[src/rtl/soc_msp430_trace_monitor.sv]
// Per-core trace monitor: decodes simulation-event instructions into a buffered event stream.
// Optional TRACE_MON_PERF_EN adds retired-instruction and accepted-event counters.
module soc_msp430_trace_monitor #(
   parameter int unsigned XLEN       = 16,
   parameter int unsigned SHADOW_REG = 3,
   parameter logic [7:0]  EVT_PREFIX = 8'h43,
   parameter int unsigned FIFO_DEPTH = 4
) (
   input  logic            clk,
   input  logic            rst_n,
   input  logic            trace_valid,
   input  logic [XLEN-1:0] trace_pc,
   input  logic [XLEN-1:0] trace_insn,
   input  logic            trace_wben,
   input  logic [3:0]      trace_wbreg,
   input  logic [XLEN-1:0] trace_wbdata,
   output logic            evt_valid,
   input  logic            evt_ready,
   output logic [1:0]      evt_type,
   output logic [XLEN-1:0] evt_data,
   output logic [XLEN-1:0] evt_pc,
   output logic            overflow,
   output logic            termination,
   output logic [XLEN-1:0] shadow_r
`ifdef TRACE_MON_PERF_EN
   ,
   output logic [31:0]     insn_count,
   output logic [15:0]     evt_count
`endif
);

   localparam int unsigned AW = (FIFO_DEPTH > 1) ? $clog2(FIFO_DEPTH) : 1;
   localparam int unsigned CW = AW + 1;
   localparam logic [CW-1:0] FULL_COUNT = CW'(FIFO_DEPTH);

   typedef enum logic [1:0] {RUN, DRAIN, DONE} state_t;
   typedef enum logic [1:0] {EVT_PUTC = 2'd0, EVT_REPORT = 2'd1, EVT_EXIT = 2'd2} evt_kind_t;

   state_t          state, state_next;
   logic [AW-1:0]   wr_ptr, rd_ptr;
   logic [CW-1:0]   count;
   logic [1:0]      mem_type [FIFO_DEPTH];
   logic [XLEN-1:0] mem_data [FIFO_DEPTH];
   logic [XLEN-1:0] mem_pc   [FIFO_DEPTH];

   logic            push_req, push, pop, full;
   evt_kind_t       push_type;
   logic [XLEN-1:0] push_data;

   // Operand is the shadow value held before this retirement, even if it also writes the shadow reg.
   always_comb begin
      push_req  = 1'b0;
      push_type = EVT_PUTC;
      push_data = shadow_r;
      if (trace_valid && state == RUN && trace_insn[15:8] == EVT_PREFIX) begin
         case (trace_insn[7:0])
            8'h04: begin
               push_req  = 1'b1;
               push_type = EVT_PUTC;
               push_data = {{(XLEN-8){1'b0}}, shadow_r[7:0]};
            end
            8'h02: begin
               push_req  = 1'b1;
               push_type = EVT_REPORT;
            end
            8'h01: begin
               push_req  = 1'b1;
               push_type = EVT_EXIT;
            end
            default: ;
         endcase
      end
   end

   assign evt_valid   = (count != '0);
   assign full        = (count == FULL_COUNT);
   assign pop         = evt_valid && evt_ready;
   assign push        = push_req && (!full || pop);
   assign evt_type    = evt_valid ? mem_type[rd_ptr] : '0;
   assign evt_data    = evt_valid ? mem_data[rd_ptr] : '0;
   assign evt_pc      = evt_valid ? mem_pc[rd_ptr]   : '0;
   assign termination = (state == DONE);

   always_comb begin
      state_next = state;
      case (state)
         RUN:     if (push && push_type == EVT_EXIT) state_next = DRAIN;
         DRAIN:   if (count == '0) state_next = DONE;
         DONE:    state_next = DONE;
         default: state_next = RUN;
      endcase
   end

   always_ff @(posedge clk or negedge rst_n) begin
      if (!rst_n) begin
         state    <= RUN;
         wr_ptr   <= '0;
         rd_ptr   <= '0;
         count    <= '0;
         overflow <= 1'b0;
         shadow_r <= '0;
      end else begin
         state <= state_next;
         if (push) wr_ptr <= wr_ptr + AW'(1);
         if (pop)  rd_ptr <= rd_ptr + AW'(1);
         case ({push, pop})
            2'b10:   count <= count + CW'(1);
            2'b01:   count <= count - CW'(1);
            default: count <= count;
         endcase
         if (push_req && full && !pop) overflow <= 1'b1;
         if (trace_valid && trace_wben && trace_wbreg == 4'(SHADOW_REG))
            shadow_r <= trace_wbdata;
      end
   end

   always_ff @(posedge clk) begin
      if (push) begin
         mem_type[wr_ptr] <= push_type;
         mem_data[wr_ptr] <= push_data;
         mem_pc[wr_ptr]   <= trace_pc;
      end
   end

`ifdef TRACE_MON_PERF_EN
   always_ff @(posedge clk or negedge rst_n) begin
      if (!rst_n) begin
         insn_count <= '0;
         evt_count  <= '0;
      end else begin
         if (trace_valid && state != DONE && insn_count != '1) insn_count <= insn_count + 32'd1;
         if (push) evt_count <= evt_count + 16'd1;
      end
   end
`endif

endmodule

[config.mk]
export PLATFORM = sky130hd
export DESIGN_NAME = soc_msp430_trace_monitor
export DESIGN_NICKNAME = d
export VERILOG_FILES = /design/src/rtl/soc_msp430_trace_monitor.sv
export SDC_FILE = /design/constraint.sdc
export NUM_CORES = 1
export LEC_CHECK = 0
export CORE_ASPECT_RATIO = 0.5
export CORE_MARGIN = 3
export CORE_UTILIZATION = 53
export CTS_CLUSTER_SIZE = 8
export DETAILED_ROUTE_END_ITERATION = 7
export HOLD_SLACK_MARGIN = 0.05
export PLACE_DENSITY = 0.79
export SYNTH_ARGS = -nofsm -noshare
export SYNTH_HDL_FRONTEND = slang
export SYNTH_SLANG_ARGS = --single-unit
[constraint.sdc]
create_clock -name clk -period 3.5 [get_ports clk]
set_clock_uncertainty 0.05 [all_clocks]
set_input_delay 0.875 -clock clk [delete_from_list [all_inputs] [get_ports clk]]
set_output_delay 0.875 -clock clk [all_outputs]
set_load 0.02 [all_outputs]
==> reports/results.tsv <==
stage	metric	value	unit
run_status	status	completed	
worst_hold_path	Hold Crit Class	reg -> reg	
placed_design	gpl congestion	0.817	
critical_path	CP required	2.57	ns
synthesis	register area share after synthesis	70.8	%
sta	Slew Limit Fails	0	
global_routing	number of global-route vias before repair	3848	
synthesis	Synth cell types	43	
power_and_ir_drop	Max VDD drop	0.409	mV
clocking	CTS hold repair buffers	0	
clocking	Resize count post-CTS	0	
power_and_ir_drop	Pwr per Cell Area	748	nW/um^2
critical_path	critical path startpoint category	flip-flop	
clocking	Clock Sinks	162	
synthesis	Synthesis Warnings	0	
routing	Total Wirelength	12600	microns
floorplan	Initial Util	55.5	%
routing	Routed Antenna Nets	0	
critical_path	Reg2Reg Capture Point	mem_pc[0][12]	
clocking	Worst-Skew Late Latency	0.41	ns
power_and_ir_drop	P_leak	3.00	nW
synthesis	top post-synthesis cells by area	edfxtp_1 (61%), mux4_2 (11%), dfrtp_1 (9.7%)	
placed_design	I/O Buffers	109	
clocking	CTS tree	yes	
final_layout	commonest non-fill, non-tap cells in the layout	edfxtp_1 (136), clkdlybuf4s50_1 (109), and2_1 (42)	
floorplan	Die H	85.4	microns
global_routing	global-route wire length before repair	20300	microns
final_layout	final cell count without fillers	654	
routing	via count	3496	
placed_design	final HPWL from detailed placement	7750	microns
sta	worst rel slew slack	36.6	%
clocking	root buffer cell	clkbuf_16	
global_routing	All-Layer GR Usage	19.3	%
sta	worst-margin pin slew	0.948	ns
sta	Period Utilization, post-route	94.8	%
final_layout	Final #Nets	542	
sta	Setup Viol. Count Final	0	
synthesis	EDFF count, synth	136	
clocking	Post-CTS Setup Bufs	0	
final_layout	P&R area growth vs syn	29.3	%
synthesis	Cells after Synth	354	
clocking	CTS buffer count	17	
routing	drt drc	0	
routing	drt initial violations	211	
routing	wire length per cell	19.3	microns
floorplan	Die ar.	14100	sq um
critical_path	Worst R2R Setup Slack	1.01	ns
synthesis	Yosys top cell area share	61.1	%
synthesis	Async SR Flop Fraction	16.0	%
floorplan	std cell rows	28	
critical_path	worst-path fanout max	19	
synthesis	ys flop type	edfxtp_1	
final_layout	fraction of layout cells with a size suffix above 1	23.1	%
sta	RSZ-0062 raised after global routing	no	
critical_path	FF-to-FF path depth	7	
global_routing	grt ovf	0	
synthesis	synthesized area	6680	sq um
floorplan	# IOs	110	
sta	Final Critical Period	3.32	ns
final_layout	commonest non-fill, non-tap cell in the layout	edfxtp_1	
routing	drt pass-1 iters	4	
critical_path	Worst R2R Start	state[0]	
sta	Max Freq	301	MHz
critical_path	critical path class	reg -> out	
worst_hold_path	hold_sp	overflow	
synthesis	Synth area leader	edfxtp_1	
synthesis	FF+latch count, synth	162	
global_routing	largest net degree at the start of global routing	35	
floorplan	Placeable Area	12100	sq um
placed_design	placed cell areas	8050	sq um
sta	hold slack	0.416	ns
final_layout	Final Instance Area	8640	sq um
worst_hold_path	WHS Path Cells	1	
floorplan	Die X	165	microns
critical_path	WP data arrival	2.39	ns
synthesis	Syn Area/Cell	18.9	sq um
critical_path	CP Capture Type	output pin	
clocking	htree depth	4	
placed_design	post-placement cell count	622	
global_routing	antenna violations before repair	0	
clocking	Reg clk slew, reported paths	0.06	ns
worst_hold_path	Endpoint, Worst Hold	overflow	
sta	final hold violation count	0	
clocking	CTS Buffer Depth	2	
final_layout	Fillers	782	
synthesis	post-synth net total	420	
sta	setup_tns	0	ns
run	Max Cap Violations	0	
final_layout	antenna cells	0	
routing	vias per cell	5.35	
-- per-stage QoR --
| step | power [mW] | setup slack (ns) | utilization [%] |
|---|---|---|---|
| final | 6.46 | 0.181 | 71.7 |
| after global routing | 6.76 | 0.0570 | 71.7 |
| after CTS | 6.54 | 0.128 | 71.7 |
| after detailed placement | 4.70 | 0.318 | 66.8 |
| after global placement | 4.66 | 0.397 | 66.8 |
| after floorplan | 3.75 | 0.300 | - |
-- registers in the layout, indices dropped and copies added (netlist names) --
signal    flops
mem_data     64
wr_ptr        2
state         2
shadow_r     16
overflow      1
rd_ptr        2
mem_pc       64
count         3
mem_type      8
-- where the power goes --
part           switching [mW]  internal, mW
clock network           0.768          1.07
logic                    1.10          1.24
registers              0.0892          2.20
-- cells in the mapped netlist, types with 3 or more instances --
library cell	instances
nor4_1	3
nor3_1	4
dfrtp_1	26
edfxtp_1	136
mux2_2	16
xnor2_1	5
nand2_1	6
o21ai_0	4
mux4_2	34
and2_1	46
ha_1	8
buf_2	5
clkbuf_1	9
inv_1	6
buf_4	8
nor2_1	6
-- how the worst max path moves through the flow --
stage	startpoint	end	slack [ns]	cells past startpoint
floorplan	trace_insn[4]	mem_data[0][0]	0.30	4
global placement	trace_insn[4]	mem_pc[0][11]	0.40	6
detailed placement	trace_insn[4]	mem_pc[0][0]	0.32	6
CTS	rd_ptr[0]	evt_pc[6]	0.13	4
global route	rd_ptr[0]	evt_pc[6]	0.06	4
finish	rd_ptr[0]	evt_pc[6]	0.18	4
-- kinds of logic (layout without fill, tap and decap cells) --
logic type	after synthesis	after routing	synth area share, %
and+or+nand+nor	83	83	8.33
muxes	54	54	14.8
buffers and inverters	28	163	2.12
adders and majority gates	9	9	1.80
xor gates and xnor gates	6	6	0.786
DFF	162	162	70.8
AOI/OAI and AO/OA	12	12	1.33
-- area by class of cell --
cell class              instances  area [sq um]  area share [%]
multi-input cells             164          1810            21.0
flip-flops and latches        162          4740            54.8
clock inverters                13           156            1.81
well taps                     165           206            2.39
inverters                       6          22.5           0.261
clock buffers                  19           433            5.01
repair buffers                125          1270            14.7
-- critical path, cell delays in order (launching register included) --
cell and delay [ns]:
dfrtp_2 0.36, buf_4 0.35, mux4_2 0.57, and2_1 0.17, clkdlybuf4s50_1 0.53
-- metal layers --
layer	vias up	track usage [%]	wire length [microns]	share of wire, %
met4	0	4.72	84	0.66
met5	-	0	0	0
li1	1627	-	-	-
met1	1772	25.3	5470	43
met2	89	32.8	6530	52
met3	8	4.97	561	4.4
Power figures use the tool's default switching activity.
